## src/rtl/os_inst_dispatch.sv

```systemverilog
`default_nettype none
// +----------------------------------------------------------------------------+
// | Module  : os_inst_dispatch                                                  |
// | Brief   : Instruction dispatcher and OFIFO-to-pmem drain for the OS core.   |
// | Revision: 1.0 - initial release                                             |
// +----------------------------------------------------------------------------+
module os_inst_dispatch #(
  parameter int col     = 8,
  parameter int pmem_aw = 9
) (
  input  logic               clk,
  input  logic               reset,
  input  logic [39:0]        inst,
  input  logic               l0_ready,
  input  logic               ififo_ready,
  input  logic               ofifo_valid,
  output logic               CEN0_xmem,
  output logic               WEN0_xmem,
  output logic [7:0]         A0_xmem,
  output logic               CEN1_xmem,
  output logic [7:0]         A1_xmem,
  output logic               CEN_pmem,
  output logic               WEN_pmem,
  output logic [pmem_aw-1:0] A_pmem,
  output logic               l0_wr,
  output logic               l0_rd,
  output logic               ififo_wr,
  output logic               ififo_rd,
  output logic               ofifo_rd,
  output logic               mode,
  output logic               execute,
  output logic               load,
  output logic               acc,
  output logic               psum_bypass,
  output logic               drain_busy,
  output logic               drain_done,
  output logic               err
);

  localparam int c_cnt_w = $clog2(col + 1);
  // Idle instruction: every SRAM chip-enable and write-enable deasserted.
  localparam logic [39:0] c_inst_nop = 40'h30_0403_0000;

  typedef enum logic [2:0] {
    S_IDLE  = 3'd0,
    S_SHIFT = 3'd1,
    S_WAIT  = 3'd2,
    S_READ  = 3'd3,
    S_DONE  = 3'd4
  } state_t;

  state_t               r_state;
  state_t               w_state_nxt;
  logic [39:0]          r_inst;
  logic                 r_p0;
  logic                 r_p1;
  logic                 r_l0_wr_d;
  logic                 r_ififo_wr_d;
  logic                 r_err;
  logic [pmem_aw-1:0]   r_base;
  logic [c_cnt_w-1:0]   r_cnt;
  logic                 r_wr_pend;
  logic [pmem_aw-1:0]   r_wr_addr;

  logic w_l0_req, w_l0_wr, w_l0_ovf;
  logic w_if_req, w_if_wr, w_if_ovf;
  logic w_rd_fsm, w_mode_load, w_host_pmem, w_proto_err, w_drain_done;

  assign w_l0_req    = r_p0 | r_inst[3];
  assign w_l0_wr     = w_l0_req & l0_ready;
  assign w_l0_ovf    = w_l0_req & ~l0_ready;
  assign w_if_req    = r_p1 | r_inst[6];
  assign w_if_wr     = w_if_req & ififo_ready;
  assign w_if_ovf    = w_if_req & ~ififo_ready;

  assign w_mode_load = r_inst[2] & r_inst[0];
  assign w_host_pmem = ~r_inst[37] | r_inst[7];
  assign w_rd_fsm    = (r_state == S_READ) && ofifo_valid && (r_cnt < c_cnt_w'(col));
  assign w_proto_err = ((r_state != S_IDLE) && w_host_pmem) ||
                       (w_mode_load && (r_state == S_WAIT || r_state == S_READ ||
                                        r_state == S_DONE));

  always_comb begin
    w_state_nxt  = r_state;
    w_drain_done = 1'b0;
    unique case (r_state)
      S_IDLE:  if (w_mode_load) w_state_nxt = S_SHIFT;
      S_SHIFT: if (!r_inst[0]) w_state_nxt = S_WAIT;
      S_WAIT:  if (ofifo_valid) w_state_nxt = S_READ;
      // cnt==col means the trailing pmem write is on the bus this cycle.
      S_READ:  if (r_cnt == c_cnt_w'(col)) w_state_nxt = S_DONE;
      S_DONE: begin
        w_drain_done = 1'b1;
        w_state_nxt  = S_IDLE;
      end
      default: w_state_nxt = S_IDLE;
    endcase
  end

  always_ff @(posedge clk or posedge reset) begin
    if (reset) begin
      r_inst       <= c_inst_nop;
      r_p0         <= 1'b0;
      r_p1         <= 1'b0;
      r_l0_wr_d    <= 1'b0;
      r_ififo_wr_d <= 1'b0;
      r_err        <= 1'b0;
      r_state      <= S_IDLE;
      r_base       <= '0;
      r_cnt        <= '0;
      r_wr_pend    <= 1'b0;
      r_wr_addr    <= '0;
    end else begin
      r_inst       <= inst;
      r_p0         <= ~r_inst[17] & r_inst[16];
      r_p1         <= ~r_inst[26];
      r_l0_wr_d    <= w_l0_wr;
      r_ififo_wr_d <= w_if_wr;
      r_err        <= r_err | w_l0_ovf | w_if_ovf | w_proto_err;
      r_state      <= w_state_nxt;
      if (r_state == S_IDLE && w_mode_load) begin
        r_base <= pmem_aw'(r_inst[35:27]);
        r_cnt  <= '0;
      end else if (w_rd_fsm) begin
        r_cnt  <= r_cnt + 1'b1;
      end
      r_wr_pend <= w_rd_fsm;
      if (w_rd_fsm) r_wr_addr <= r_base + pmem_aw'(r_cnt);
    end
  end

  assign CEN0_xmem   = r_inst[17];
  assign WEN0_xmem   = r_inst[16];
  assign A0_xmem     = r_inst[15:8];
  assign CEN1_xmem   = r_inst[26];
  assign A1_xmem     = r_inst[25:18];
  assign mode        = r_inst[2];
  assign execute     = r_inst[1];
  assign load        = r_inst[0];
  assign acc         = r_inst[38];
  assign psum_bypass = r_inst[39];

  assign l0_wr       = w_l0_wr;
  assign l0_rd       = r_l0_wr_d | r_inst[4];
  assign ififo_wr    = w_if_wr;
  assign ififo_rd    = r_ififo_wr_d | r_inst[5];

  // Outside IDLE the drain owns pmem and the OFIFO read port.
  always_comb begin
    if (r_state == S_IDLE) begin
      CEN_pmem = r_inst[37];
      WEN_pmem = r_inst[36];
      A_pmem   = pmem_aw'(r_inst[35:27]);
      ofifo_rd = r_inst[7];
    end else begin
      CEN_pmem = ~r_wr_pend;
      WEN_pmem = ~r_wr_pend;
      A_pmem   = r_wr_addr;
      ofifo_rd = w_rd_fsm;
    end
  end

  assign drain_busy = (r_state != S_IDLE);
  assign drain_done = w_drain_done;
  assign err        = r_err;

endmodule
`default_nettype wire

```

## config.mk

```make
export PLATFORM = sky130hd
export DESIGN_NAME = os_inst_dispatch
export DESIGN_NICKNAME = d
export VERILOG_FILES = /design/src/rtl/os_inst_dispatch.sv
export SDC_FILE = /design/constraint.sdc
export NUM_CORES = 1
export LEC_CHECK = 0
export ABC_AREA = 0
export CORE_AREA = 4 4 102 80
export DETAILED_ROUTE_END_ITERATION = 6
export DIE_AREA = 0 0 106 84
export PLACE_DENSITY = 0.69
export SLEW_MARGIN = 20
export SYNTH_ARGS = -nofsm -noshare
export SYNTH_HDL_FRONTEND = slang
export SYNTH_SLANG_ARGS = --single-unit
export TNS_END_PERCENT = 1
```

## constraint.sdc

```tcl
create_clock -name clk -period 3.05 [get_ports clk]
set_clock_uncertainty 0.1 [all_clocks]
set_input_delay 0.915 -clock clk [delete_from_list [all_inputs] [get_ports clk]]
set_output_delay 0.915 -clock clk [all_outputs]
set_load 0.03 [all_outputs]
```

==> results.ini, run 1 <==
[detailed_routing]
drc=0
drt_iter0_drc=118
drt-total-wl_microns=5760
ant_nets=0
routedWlPerCell_microns=13.49
vias=1924
first_pass_iters=4
viasPerCell=4.506

[layout]
final_nets=373
n_fill_cell=638
syn_to_final_growth_pct=39.18
num_antenna_cells=0
drive_above_1_share=0.1687

[global_routing]
grt-ovfl-total=0
grt_usage=0.1364
grt_start_max_net_pins=30
antenna_found_initial=0
first_global_vias=1988
grt_pass1_wl_microns=9508

[logic_synthesis]
synth_most_common_cell=dfrtp_1
yosysTopAreaCell=dfrtp_1
mappedNetlistNets=289
synth.distinct_cells=37
synthFlopType=dfrtp_1
synth_area_per_cell_sq_um=11.74
ys_warn_count=0
async_reset_ff_frac=1.000
yosys-top-cells-area=dfrtp_1 59%, nand2_1 6.7%, buf_4 4.9%
synth_top_area_frac=0.5938
synth_enable_flop_cells=0
syn-instance-count=237
synth_common_cells=66 x dfrtp_1, 50 x nand2_1, 18 x buf_4
yosysSeqAreaShare=0.6410
syn_area_sq_um=2781
ys_ff_latch=71

[clock_tree]
cts.reportedPaths.clkPinSlew_ns=0.07
cts_setup_buffers=0
holdBufCountCts=0
insertion_delay_ns=0.34
cts_tree=built
clockRootBuffer=clkbuf_8
numCtsBuffers=9
cts_sinks=71
h-tree-depth=3
clk_path_buf_depth=2

[critical_path]
rrSetupSlack_ns=1.17
cp-end-kind=output pin
cp.required_ns=2.03
r2r-start=r_state[2]
worstSetupEndpoint=drain_done
critPathMaxStageDelay_ns=0.74
critPathKind=reg2out
crit_path_cell_trace=buf_4, nor3_1, clkdlybuf4s50_1
startpoint=r_state[1]
reg2reg_to=r_base[0]
slowest_stage=clkdlybuf4s50_1
reg2reg_depth=6
startpoint_type=register
cp_max_fo=7
cp.arrival_ns=1.91

[floorplan]
dieArea_sq_um=8904
dieWidth_microns=106
pin_count=88
dieHeight_microns=84
core-area_sq_um=7162
placementRows=27
initial_core_util=0.3884

[power_and_ir_drop]
ir_drop_mv=0.3417
power_mw=3.125
power.leakage_nw=1.784
p_per_area_nw_per_um2=807.3

[sta]
slew_viol_final=0
rsz0062_at_grt=false
slew_headroom=0.7753
setup_viol=0
fmaxAchievable_ghz=0.3419
tns_ns=0
hold_violations=0
tightest_slew_ns=0.3360
fin_crit_ns=2.925
fin_crit_sh=0.9590

[place]
portBuffers=87
gp_congestion=0.7937
dp_hpwl_microns=4286

[job]
max-cap-violations=0

[run_status]
outcome=complete, no violations

[hold_path]
hold_path_class=reg2reg

## critical path: cells and delay by family (launching register included)
family	cells	cell delay [ns]
buf+inv	2	0.91
flops	1	0.39
simple gates	1	0.27
## worst min-delay path by stage
stage	cells past startpoint	endpoint	slack, ns	from
after global placement	1	r_p1	0.32	r_inst[26]
final	1	r_p1	0.33	r_inst[26]
after CTS	1	r_p1	0.33	r_inst[26]
after floorplan	2	r_wr_addr[0]	0.35	r_wr_addr[0]
after global routing	1	r_p1	0.35	r_inst[26]
after detailed placement	1	r_p1	0.32	r_inst[26]
## cell type report
type | instances | area (sq um) | area share
Clock buffer | 11 | 151.4 | 0.03911
Sequential cell | 71 | 1783 | 0.4606
Multi-Input combinational cell | 133 | 792.0 | 0.2046
Inverter | 10 | 37.54 | 0.009696
Timing Repair Buffer | 96 | 924.6 | 0.2388
Tap cell | 101 | 126.4 | 0.03264
Clock inverter | 5 | 56.30 | 0.01454
## layout by cell type (no fill, tap or decap), types with 2 or more instances in the layout
cell	instances
inv_1	8
or2_2	2
a21oi_1	12
dlymetal6s2s_1	2
xnor2_1	5
dfstp_2	5
nand2_1	50
nor3_1	6
o22ai_1	3
clkbuf_8	11
nor2_1	8
dlygate4sd2_1	3
inv_2	2
buf_4	19
dfrtp_1	66
nand3_1	3
clkdlybuf4s50_1	71
mux2_2	8
clkinv_2	2
ha_1	6
o21ai_0	9
nor2b_1	3
## metrics by stage
stage,setup WS (ns),hold slack (ns),utilization,cell area (sq um),std cells
floorplan,0.1234,0.3455,-,2781,237
global placement,0.02791,0.3243,0.5114,3662,411
detailed placement,0.04112,0.3212,0.5114,3662,411
CTS,0.03459,0.3335,0.5398,3866,427
global route,0.01862,0.3479,0.5405,3871,427
finish,0.1251,0.3339,0.5405,3871,427
## layer usage
| metal | vias up | part of all wire | track usage |
|---|---|---|---|
| li1 | 932 | - | - |
| met1 | 916 | 0.44 | 0.1675 |
| met2 | 60 | 0.46 | 0.2112 |
| met3 | 16 | 0.073 | 0.05414 |
| met4 | 0 | 0.026 | 0.06235 |
| met5 | - | 0 | 0 |
## power by group
part	internal, mW	total [mW]	switching [mW]
registers	1.11	1.24	0.129
logic	0.465	1.11	0.649
clock network	0.421	0.771	0.350
## flip-flops by register name (all words and copies together) (netlist names), 3 cells and up
register	flops
r_inst	40
r_base	9
r_wr_addr	9
r_cnt	4
r_state	3
## logic make-up after synthesis
| kind of cell | after synthesis | share of synthesized area |
|---|---|---|
| xor+xnor | 6 | 0.01889 |
| fa+ha+maj | 7 | 0.03419 |
| compound gates | 31 | 0.06568 |
| flops | 71 | 0.6410 |
| simple gates | 80 | 0.1300 |
| mux | 9 | 0.03599 |
| buf+inv | 33 | 0.07422 |
## timing repair
action	CTS	global route
endpoints found under the setup margin	3	2
endpoints found under the hold margin	0	0
resized for setup	3	2
Power figures use the tool's default switching activity.
==> run 2: changes to the inputs <==
CORE_AREA = 4 4 95 75   (was 4 4 102 80)
DIE_AREA = 0 0 99 79   (was 0 0 106 84)
GPL_TIMING_DRIVEN = 1   (was default)
PLACE_DENSITY = 0.78   (was 0.69)
==> results.ini, run 2 (synthesized netlist as in run 1, its figures left out) <==
[critical_path]
crit_path_cell_trace=clkdlybuf4s50_1, nand2b_1, or2_1, o21ai_1, buf_4
worstSetupEndpoint=ofifo_rd
cp.required_ns=2.03
critPathKind=in2out
cp-end-kind=output pin
cp_num_buf_inv=2
rrSetupSlack_ns=0.97
cp.arrival_ns=1.98
critPathMaxStageDelay_ns=0.49
worst-path-stages=5
reg2reg_to=r_base[8]
reg2reg_depth=5
r2r-start=r_state[0]
slowest_stage=clkdlybuf4s50_1
cpLargestDelayFamily=buffers and inverters
cp_max_fo=2
startpoint_type=input port
startpoint=ofifo_valid

[job]
max-cap-violations=0

[detailed_routing]
viasPerCell=4.798
routedWlPerCell_microns=14.82
drt-total-wl_microns=6001
first_pass_iters=4
drt_iter0_drc=74
ant_nets=0
vias=1943
drc=0

[power_and_ir_drop]
p_per_area_nw_per_um2=827.6
power.leakage_nw=1.788
power_mw=3.183
ir_drop_mv=0.4907

[floorplan]
pin_count=88
initial_core_util=0.4514
dieWidth_microns=99
dieArea_sq_um=7821
core-area_sq_um=6162
dieHeight_microns=79
placementRows=25

[clock_tree]
insertion_delay_ns=0.34
cts_tree=built
clk_path_buf_depth=2
cts.reportedPaths.clkPinSlew_ns=0.07
clockRootBuffer=clkbuf_8
cts_sinks=71
h-tree-depth=3
holdBufCountCts=0
numCtsBuffers=9

[layout]
syn_to_final_growth_pct=38.28
final_cell_mix=71 x clkdlybuf4s50_1, 66 x dfrtp_1, 50 x nand2_1
num_antenna_cells=0
largest_reg_flops=40
final_cell_area_sq_um=3846
n_fill_cell=517
final_common_cell=clkdlybuf4s50_1
multi_input_area_sq_um=792.0
final_nets=371
regMostFlops=r_inst
reg_top3=r_inst: 40 flops, r_base: 9 flops, r_wr_addr: 9 flops
drive_above_1_share=0.1605
seq_area_sq_um=1783

[sta]
tns_ns=0
setup_viol=0
rsz0062_at_grt=false
hold_slack_ns=0.3458
slew_viol_final=0
slew_headroom=0.6258
tightest_slew_ns=0.5607
fmaxAchievable_ghz=0.3337
hold_violations=0
fin_crit_sh=0.9825
fin_crit_ns=2.997

[place]
gp_congestion=0.7730
post_dp_cell_area_sq_um=3622
dp_hpwl_microns=4327
portBuffers=87

[hold_path]
hp-start=r_inst[26]
hold_path_class=reg2reg

[global_routing]
grt_pass1_wl_microns=10070
first_global_vias=2100
grt_start_max_net_pins=72
grt-ovfl-total=0
antenna_found_initial=0
grt_usage=0.1683

[run_status]
outcome=complete, no violations

-- run 2: changes by cell type in the layout (fill, tap and decap cells not counted), sizes merged --
cell	change
bufinv	+1
clkinv	-1
buf	-2
-- run 2: worst min-delay path by stage --
stage,end,slack (ns),cells after the start
final,r_p1,0.35,1
after global routing,r_p1,0.37,1
after CTS,r_p1,0.35,1
after floorplan,r_wr_addr[0],0.35,2
after detailed placement,r_p1,0.33,1
after global placement,r_p1,0.32,1
-- run 2: area by class of cell --
cell class,instances,share of cell area
inverters,10,0.009759
clock inverters,5,0.02115
clock buffers,11,0.03676
well taps,81,0.02635
flip-flops and latches,71,0.4636
multi-input cells,133,0.2059
repair buffers,94,0.2365
-- run 2: metrics by stage --
step	instances	util	worst slack [ns]
floorplan	237	-	0.1234
global placement	389	0.5878	0.02937
detailed placement	389	0.5878	0.05757
CTS	405	0.6234	0.03562
global route	405	0.6242	0.007216
finish	405	0.6242	0.05348
-- run 2: layer usage --
metal	track usage	up-vias	share of wire	routed length, microns
li1	-	925	-	-
met1	0.2045	940	0.43	2562
met2	0.2761	68	0.48	2860
met3	0.06146	10	0.083	496
met4	0.06139	0	0.014	82
met5	0	-	0	0
-- run 2: timing repair --
action,CTS,global route
buffers inserted,0,0
pin swaps,0,0
endpoints found under the hold margin,0,0
endpoints found under the setup margin,3,3
resized for setup,3,3
cloned,0,0
-- run 2: worst register-to-register path, delay by kind of cell, from the launching register on --
family | cells | cell delay, ns
AND/OR/NAND/NOR | 2 | 0.69
multiplexers | 1 | 0.40
flip-flops | 1 | 0.39
buffers and inverters | 2 | 0.39
-- run 2: report_power, final --
part           switching, mW  internal [mW]  total, mW
logic                  0.655          0.464       1.12
clock network          0.344          0.483      0.826
registers              0.127           1.11       1.24
